File: src/rtl/pseudo_spi_rx_intf_pkg.sv
// Shared constants for the pseudo-SPI receive path: widths, FSM encodings,
// bit-period timing (same phase values as the transmit path) and the
// SRAM write payload type.
package pseudo_spi_rx_intf_pkg;

  localparam int unsigned MEMORY_DATA_WIDTH = 8;
  localparam int unsigned MEMORY_ADDR_WIDTH = 9;
  localparam int unsigned RESERVED_DATA_LEN = 8;

  localparam int unsigned BIT_PERIOD = 5;
  localparam int unsigned PHASE_W    = 3;
  localparam int unsigned BCNT_W     = $clog2(MEMORY_DATA_WIDTH);
  localparam int unsigned STATE_W    = 3;

  localparam logic [PHASE_W-1:0] PHASE_TOP   = PHASE_W'(BIT_PERIOD - 1);
  localparam logic [PHASE_W-1:0] SCLK1_PHASE = 3'd3;
  localparam logic [PHASE_W-1:0] SCLK2_PHASE = 3'd1;

  localparam logic [STATE_W-1:0] ST_IDLE  = 3'd0;
  localparam logic [STATE_W-1:0] ST_LOAD  = 3'd1;
  localparam logic [STATE_W-1:0] ST_SHIFT = 3'd2;
  localparam logic [STATE_W-1:0] ST_WRITE = 3'd3;
  localparam logic [STATE_W-1:0] ST_DONE  = 3'd4;

  typedef struct packed {
    logic [MEMORY_ADDR_WIDTH-1:0] addr;
    logic [MEMORY_DATA_WIDTH-1:0] data;
  } sram_wr_t;

endpackage

File: src/rtl/pseudo_spi_rx_intf_if.sv
// Bus bundle between the receive interface, the CPU SRAM port and the
// analog device. master = the receive block, slave = its environment.
//   BGN/ADDR_BGN/DATA_LEN : transfer request
//   SPI_SI                : serial data from device
//   SCLK1/SCLK2/SEL       : device shift clocks and read-select
//   A/PO/CEN/D_WE         : SRAM write port (active-low enables)
//   spi_is_done           : transfer complete
interface pseudo_spi_rx_intf_if;
  import pseudo_spi_rx_intf_pkg::*;

  logic                         BGN;
  logic [MEMORY_ADDR_WIDTH-1:0] ADDR_BGN;
  logic [RESERVED_DATA_LEN-1:0] DATA_LEN;
  logic                         SPI_SI;
  logic                         SCLK1;
  logic                         SCLK2;
  logic                         SEL;
  logic [MEMORY_ADDR_WIDTH-1:0] A;
  logic [MEMORY_DATA_WIDTH-1:0] PO;
  logic                         CEN;
  logic                         D_WE;
  logic                         spi_is_done;

  modport master (
    input  BGN, ADDR_BGN, DATA_LEN, SPI_SI,
    output SCLK1, SCLK2, SEL, A, PO, CEN, D_WE, spi_is_done
  );

  modport slave (
    output BGN, ADDR_BGN, DATA_LEN, SPI_SI,
    input  SCLK1, SCLK2, SEL, A, PO, CEN, D_WE, spi_is_done
  );

endinterface

File: src/rtl/pseudo_spi_rx_intf_bit_timer.sv
// Bit-period phase counter (runs PHASE_TOP..0) with registered SCLK1/SCLK2
// decode and the combinational sample strike at phase 0.
//   i_load      : preset phase to PHASE_TOP on the next edge
//   i_en        : count down (wraps to PHASE_TOP after 0); holds otherwise
//   i_shift_nxt : FSM enters/stays in SHIFT next cycle, enables SCLK pulses
//   o_strike_c  : last cycle of the current period
//   o_sclk1/2   : registered shift clocks
module pseudo_spi_bit_timer
  import pseudo_spi_rx_intf_pkg::*;
(
  input  logic CLK,
  input  logic RST,
  input  logic i_load,
  input  logic i_en,
  input  logic i_shift_nxt,
  output logic o_strike_c,
  output logic o_sclk1,
  output logic o_sclk2
);

  logic [PHASE_W-1:0] r_phase;
  logic [PHASE_W-1:0] w_phase_nxt;
  logic               r_sclk1;
  logic               r_sclk2;

  // Next phase; held while disabled so WRITE leaves the next period at its top.
  always_comb begin
    w_phase_nxt = r_phase;
    if (i_load) begin
      w_phase_nxt = PHASE_TOP;
    end else if (i_en) begin
      w_phase_nxt = (r_phase == '0) ? PHASE_TOP : r_phase - PHASE_W'(1);
    end
  end

  assign o_strike_c = i_en && !i_load && (r_phase == '0);

  // Clocks are registered from the next phase so they align with that phase.
  always_ff @(posedge CLK) begin
    if (RST) begin
      r_phase <= '0;
      r_sclk1 <= 1'b0;
      r_sclk2 <= 1'b0;
    end else begin
      r_phase <= w_phase_nxt;
      r_sclk1 <= i_shift_nxt && (w_phase_nxt == SCLK1_PHASE);
      r_sclk2 <= i_shift_nxt && (w_phase_nxt == SCLK2_PHASE);
    end
  end

  assign o_sclk1 = r_sclk1;
  assign o_sclk2 = r_sclk2;

endmodule

File: src/rtl/pseudo_spi_rx_intf.sv
// Pseudo-SPI receive interface: raises SEL to load the device read-back
// chain, clocks DATA_LEN+1 words in LSB-first on SPI_SI, and writes each
// word to SRAM at descending addresses starting at ADDR_BGN.
//   CLK, RST : clock, synchronous active-high reset
//   bus      : master side of pseudo_spi_rx_intf_if
module pseudo_spi_rx_intf
  import pseudo_spi_rx_intf_pkg::*;
(
  input  logic                 CLK,
  input  logic                 RST,
  pseudo_spi_rx_intf_if.master bus
);

  logic [STATE_W-1:0]           r_state, w_state_nxt;
  logic [MEMORY_ADDR_WIDTH-1:0] r_addr,  w_addr_nxt;
  logic [RESERVED_DATA_LEN-1:0] r_wcnt,  w_wcnt_nxt;
  logic [BCNT_W-1:0]            r_bcnt,  w_bcnt_nxt;
  logic [MEMORY_DATA_WIDTH-1:0] r_shreg, w_shreg_nxt;
  sram_wr_t                     r_wr,    w_wr_nxt;
  logic                         r_sel, r_cen, r_dwe, r_done;
  logic                         w_strike, w_sclk1, w_sclk2;

  pseudo_spi_bit_timer u_bit_timer (
    .CLK         (CLK),
    .RST         (RST),
    .i_load      (r_state == ST_IDLE),
    .i_en        ((r_state == ST_LOAD) || (r_state == ST_SHIFT)),
    .i_shift_nxt (w_state_nxt == ST_SHIFT),
    .o_strike_c  (w_strike),
    .o_sclk1     (w_sclk1),
    .o_sclk2     (w_sclk2)
  );

  // Next-state and datapath decode.
  always_comb begin
    w_state_nxt = r_state;
    w_addr_nxt  = r_addr;
    w_wcnt_nxt  = r_wcnt;
    w_bcnt_nxt  = r_bcnt;
    w_shreg_nxt = r_shreg;
    w_wr_nxt    = '0;
    case (r_state)
      ST_IDLE: begin
        if (bus.BGN) begin
          w_state_nxt = ST_LOAD;
          w_addr_nxt  = bus.ADDR_BGN;
          w_wcnt_nxt  = bus.DATA_LEN;
          w_shreg_nxt = '0;
        end
      end
      ST_LOAD: begin
        if (w_strike) begin
          w_state_nxt = ST_SHIFT;
          w_bcnt_nxt  = BCNT_W'(MEMORY_DATA_WIDTH - 1);
        end
      end
      ST_SHIFT: begin
        if (w_strike) begin
          w_shreg_nxt = {bus.SPI_SI, r_shreg[MEMORY_DATA_WIDTH-1:1]};
          if (r_bcnt != '0) begin
            w_bcnt_nxt = r_bcnt - BCNT_W'(1);
          end else begin
            w_state_nxt = ST_WRITE;
          end
        end
      end
      ST_WRITE: begin
        if (r_wcnt != '0) begin
          w_state_nxt = ST_SHIFT;
          w_wcnt_nxt  = r_wcnt - RESERVED_DATA_LEN'(1);
          w_addr_nxt  = r_addr - MEMORY_ADDR_WIDTH'(1);
          w_bcnt_nxt  = BCNT_W'(MEMORY_DATA_WIDTH - 1);
        end else begin
          w_state_nxt = ST_DONE;
        end
      end
      ST_DONE: begin
        if (!bus.BGN) begin
          w_state_nxt = ST_IDLE;
        end
      end
      default: begin
        w_state_nxt = ST_IDLE;
      end
    endcase
    // SRAM drive is zero outside WRITE.
    if (w_state_nxt == ST_WRITE) begin
      w_wr_nxt.addr = w_addr_nxt;
      w_wr_nxt.data = w_shreg_nxt;
    end
  end

  // State, datapath and output registers; outputs follow the next state.
  always_ff @(posedge CLK) begin
    if (RST) begin
      r_state <= ST_IDLE;
      r_addr  <= '0;
      r_wcnt  <= '0;
      r_bcnt  <= '0;
      r_shreg <= '0;
      r_wr    <= '0;
      r_sel   <= 1'b0;
      r_cen   <= 1'b1;
      r_dwe   <= 1'b1;
      r_done  <= 1'b0;
    end else begin
      r_state <= w_state_nxt;
      r_addr  <= w_addr_nxt;
      r_wcnt  <= w_wcnt_nxt;
      r_bcnt  <= w_bcnt_nxt;
      r_shreg <= w_shreg_nxt;
      r_wr    <= w_wr_nxt;
      r_sel   <= (w_state_nxt == ST_LOAD);
      r_cen   <= (w_state_nxt != ST_WRITE);
      r_dwe   <= (w_state_nxt != ST_WRITE);
      r_done  <= (w_state_nxt == ST_DONE);
    end
  end

  assign bus.SCLK1       = w_sclk1;
  assign bus.SCLK2       = w_sclk2;
  assign bus.SEL         = r_sel;
  assign bus.A           = r_wr.addr;
  assign bus.PO          = r_wr.data;
  assign bus.CEN         = r_cen;
  assign bus.D_WE        = r_dwe;
  assign bus.spi_is_done = r_done;

endmodule

File: src/flat_wrapper.sv
// flat-port wrapper written by rule: the top's interface ports become plain ports
module pseudo_spi_rx_intf_flat import pseudo_spi_rx_intf_pkg::*;
  (CLK, RST, bus_BGN, bus_ADDR_BGN, bus_DATA_LEN, bus_SPI_SI, bus_SCLK1, bus_SCLK2, bus_SEL, bus_A, bus_PO, bus_CEN, bus_D_WE, bus_spi_is_done);
  pseudo_spi_rx_intf_if bus_i ();
  input  logic CLK;
  input  logic RST;
  input wire logic [$bits(bus_i.BGN)-1:0] bus_BGN;
  input wire logic [$bits(bus_i.ADDR_BGN)-1:0] bus_ADDR_BGN;
  input wire logic [$bits(bus_i.DATA_LEN)-1:0] bus_DATA_LEN;
  input wire logic [$bits(bus_i.SPI_SI)-1:0] bus_SPI_SI;
  output wire logic [$bits(bus_i.SCLK1)-1:0] bus_SCLK1;
  output wire logic [$bits(bus_i.SCLK2)-1:0] bus_SCLK2;
  output wire logic [$bits(bus_i.SEL)-1:0] bus_SEL;
  output wire logic [$bits(bus_i.A)-1:0] bus_A;
  output wire logic [$bits(bus_i.PO)-1:0] bus_PO;
  output wire logic [$bits(bus_i.CEN)-1:0] bus_CEN;
  output wire logic [$bits(bus_i.D_WE)-1:0] bus_D_WE;
  output wire logic [$bits(bus_i.spi_is_done)-1:0] bus_spi_is_done;
  assign bus_i.BGN = bus_BGN;
  assign bus_i.ADDR_BGN = bus_ADDR_BGN;
  assign bus_i.DATA_LEN = bus_DATA_LEN;
  assign bus_i.SPI_SI = bus_SPI_SI;
  assign bus_SCLK1 = bus_i.SCLK1;
  assign bus_SCLK2 = bus_i.SCLK2;
  assign bus_SEL = bus_i.SEL;
  assign bus_A = bus_i.A;
  assign bus_PO = bus_i.PO;
  assign bus_CEN = bus_i.CEN;
  assign bus_D_WE = bus_i.D_WE;
  assign bus_spi_is_done = bus_i.spi_is_done;
  pseudo_spi_rx_intf u_core (.CLK(CLK), .RST(RST), .bus(bus_i));
endmodule
File: config.mk
export PLATFORM = sky130hd
export DESIGN_NAME = pseudo_spi_rx_intf_flat
export DESIGN_NICKNAME = d
export VERILOG_FILES = /design/src/rtl/pseudo_spi_rx_intf_pkg.sv /design/src/rtl/pseudo_spi_rx_intf_if.sv /design/src/rtl/pseudo_spi_rx_intf_bit_timer.sv /design/src/rtl/pseudo_spi_rx_intf.sv /design/src/flat_wrapper.sv
export SDC_FILE = /design/constraint.sdc
export NUM_CORES = 1
export LEC_CHECK = 0
export BUFFER_PORTS_ARGS = -buffer_cell sky130_fd_sc_hd__buf_2
export CORE_AREA = 2 2 80 82
export CTS_CLUSTER_SIZE = 25
export DETAILED_ROUTE_END_ITERATION = 8
export DIE_AREA = 0 0 82 84
export HOLD_SLACK_MARGIN = 0.12
export PLACE_DENSITY = 0.75
export SYNTH_ARGS = -nofsm -noshare
export SYNTH_HDL_FRONTEND = slang
export SYNTH_SLANG_ARGS = --single-unit
File: constraint.sdc
create_clock -name CLK -period 3.2 [get_ports CLK]
set_input_delay 0.64 -clock CLK [delete_from_list [all_inputs] [get_ports CLK]]
set_output_delay 0.64 -clock CLK [all_outputs]
set_load 0.005 [all_outputs]
==> out/summary.txt <==
Fin. Hold Viols - 0
synth top area cells - dfxtp_1 (43%), nor2_1 (6.2%), a21oi_1 (5.2%)
Root Driver - clkbuf_8
setup violators final - 0
Hold Path Origin - u_core.r_bcnt[2]$_SDFFE_PP0P_
largest family of logic cells by synthesized area - simple AND/OR/NAND/NOR gates
Placed Cells - 404
total power - 1.60 mW
Die Area - 6890 µm²
CP Launch Type - flip-flop
post-route cell area - 2970 µm²
post-synthesis compound-gate area fraction - 21.6%
worst min path class - flip-flop to flip-flop
number of fill cells in the layout - 584
port buffer count - 43
CP arrival - 2.33 ns
dpl cell area - 2850 µm²
sequential area share after synthesis - 43.0%
r2r endpoint - u_core.bus.A[1]$_SDFF_PP0_
Synth cell types - 64
detailed placer's ending HPWL - 4010 µm
GPL Wtd Cong - 0.776
Chip Width - 82 µm
cts bufs inserted - 5
status - finished clean
clock sinks - 56
Tcrit/Tclk final - 66.4%
final setup TNS - 0 ns
Worst EP required - 3.40 ns
xor/xnor share of the synthesized area - 1.01%
IO Count - 44
Sequential Area - 1120 µm²
adder-cell area share of the yosys netlist - 1.92%
worst slew margin relative to its limit - 60.7%
Main synth FF type - dfxtp_1
number of global-route vias before repair - 1960
async set-reset flop share out of synthesis - 0%
pre-CTS setup slack - 0.934 ns
Multi-input gate area - 1350 µm²
CTS Buffer Depth - 2
DRT antenna net count - 0
layout cells sized above 1 - 23.6%
mux cell area share after synthesis - 1.25%
post-route insts no fill - 412
Synth Area in Simple Gates - 26.2%
R2R cell count - 6
Reg clk slew, reported paths - 0.10 ns
H-tree Lvls - 2
EDFF count, synth - 0
# diodes - 0
dominant cell by count in the synthesized netlist - dfxtp_1
WHS - 0.490 ns
RSZ-0062 raised after global routing - false
drt total wl - 5650 µm
dominant cell type by area after synthesis - dfxtp_1
syn_area_per_cell - 8.78 µm²
final core occ - 48.7%
drt first pass iters - 4
cells after synthesis - 297
fin crit period - 2.12 ns
Worst Skew - 0.00636 ns
Min-Delay Endpoint - u_core.r_bcnt[2]$_SDFFE_PP0P_
drt drc - 0
commonest cells in the netlist - dfxtp_1 (56), nor2_1 (43), a21oi_1 (27)
DIE HEIGHT - 84 µm
row cnt - 29
CTS tree - done
crit path launch - u_core.r_state[0]$_SDFF_PP0_
Area Overhead vs Synth - 13.9%
mapped cell area - 2610 µm²
Final Slew Violations - 0
Synth top area share - 43.0%
cts hold-fix bufs - 0
worst-path fanout max - 19
power density cells - 538 nW/µm²
Setup Buffers After CTS - 0
initial antenna violation count - 0
post-CTS resize count - 0
core region area - 6100 µm²
largest net degree at the start of global routing - 22
wire per inst - 13.7 µm
FF-to-FF setup slack - 1.08 ns
Final Net Count - 359
LEAKAGE - 1.23 nW
critical path type - flip-flop to flip-flop
VDD IR-drop max - 0.000316 V
count of warnings emitted by yosys - 0
worst slew pin tran - 0.588 ns
initial detailed-routing violation count - 132
Critical R2R Launch - u_core.r_state[0]$_SDFF_PP0_
drt via density - 5.36
total track usage - 17.4%
Via Count - 2207
GRT overflow - 0
initial core utilization - 42.8%
first-pass GRT wire length - 9320 µm
CP Capture Type - flip-flop
Max Cap Violations - 0
synthesis-stage register bit count - 56
PnR worst setup slack - 1.08 ns
Synth Net Count - 322
Min-Delay Path Depth - 1
Fmax achieved - 471 MHz
latest clock arrival within the worst-skew pair - 0.31 ns
sequential cells by signal (all words and copies together) (netlist names), 3 cells and up:
| register | flops |
|---|---|
| u_core.r_wcnt | 8 |
| u_core.u_bit_timer.r_phase | 3 |
| u_core.r_bcnt | 3 |
| u_core.r_state | 3 |
| u_core.r_addr | 9 |
| u_core.bus.A | 9 |
| u_core.r_shreg | 8 |
| u_core.bus.PO | 8 |
logic make-up (layout without fill, tap and decap cells):
logic type	Yosys count	after routing
AOI/OAI and AO/OA	85	85
xor gates and xnor gates	3	3
adders and majority gates	4	4
buffers and inverters	25	63
DFF	56	56
muxes	3	3
and+or+nand+nor	121	121
area by class of cell:
class / instances / share of cell area [%]
multi-input cells: 216 / 45.6
inverters: 8 / 1.01
well taps: 77 / 3.25
flip-flops and latches: 56 / 37.8
clock inverters: 2 / 1.31
clock buffers: 6 / 2.78
repair buffers: 47 / 8.26
cells in the final DEF (no fill, tap or decap), types with 2 or more instances in the layout:
cell       count
dfxtp_1       56
nor2_1        43
buf_2         43
a21oi_1       27
nand2_1       21
o21ai_0       18
and3_1         9
inv_1          8
a22oi_1        7
nor2b_1        7
nor3_1         6
a211oi_1       6
clkbuf_8       6
nand3_1        5
or3_1          4
a21oi_2        4
ha_1           4
buf_4          4
xnor2_1        3
nor3b_1        2
mux2_2         2
or4b_4         2
a31oi_1        2
a2bb2oi_1      2
and2b_2        2
a221oi_1       2
o32ai_1        2
nor4_1         2
worst max-delay path, stage by stage (launching register included):
cell and delay [ns]:
dfxtp_1 0.71, nand3b_2 0.12, buf_4 0.21, a21oi_1 0.42
nor2_2 0.16, a221oi_1 0.32, nor2_1 0.08
where the power goes:
group          leakage (nW)  internal, mW  total (mW)  switching [mW]
clock network        0.0614         0.256       0.486           0.230
registers             0.455         0.733       0.774          0.0414
logic                 0.714         0.148       0.336           0.188
layer usage:
layer	track usage (%)	vias up	wire (µm)
met1	23.4	1018	2510
met4	6.67	0	88
li1	-	1126	-
met3	3.90	6	370
met2	26.7	57	2680
met5	0	-	0
worst max-delay path by stage:
stage | endpoint | cells past startpoint | slack (ns)
6_report | u_core.bus.A[1]$_SDFF_PP0_ | 6 | 1.08
5_1_grt | u_core.bus.A[1]$_SDFF_PP0_ | 5 | 0.80
4_1_cts | u_core.bus.A[1]$_SDFF_PP0_ | 6 | 1.09
3_5_place_dp | u_core.bus.A[1]$_SDFF_PP0_ | 6 | 0.93
3_3_place_gp | u_core.r_addr[1]$_SDFF_PP0_ | 6 | 0.97
2_1_floorplan | u_core.r_addr[5]$_SDFF_PP0_ | 7 | 1.40
Note: power is estimated with default switching activity, not from simulation.
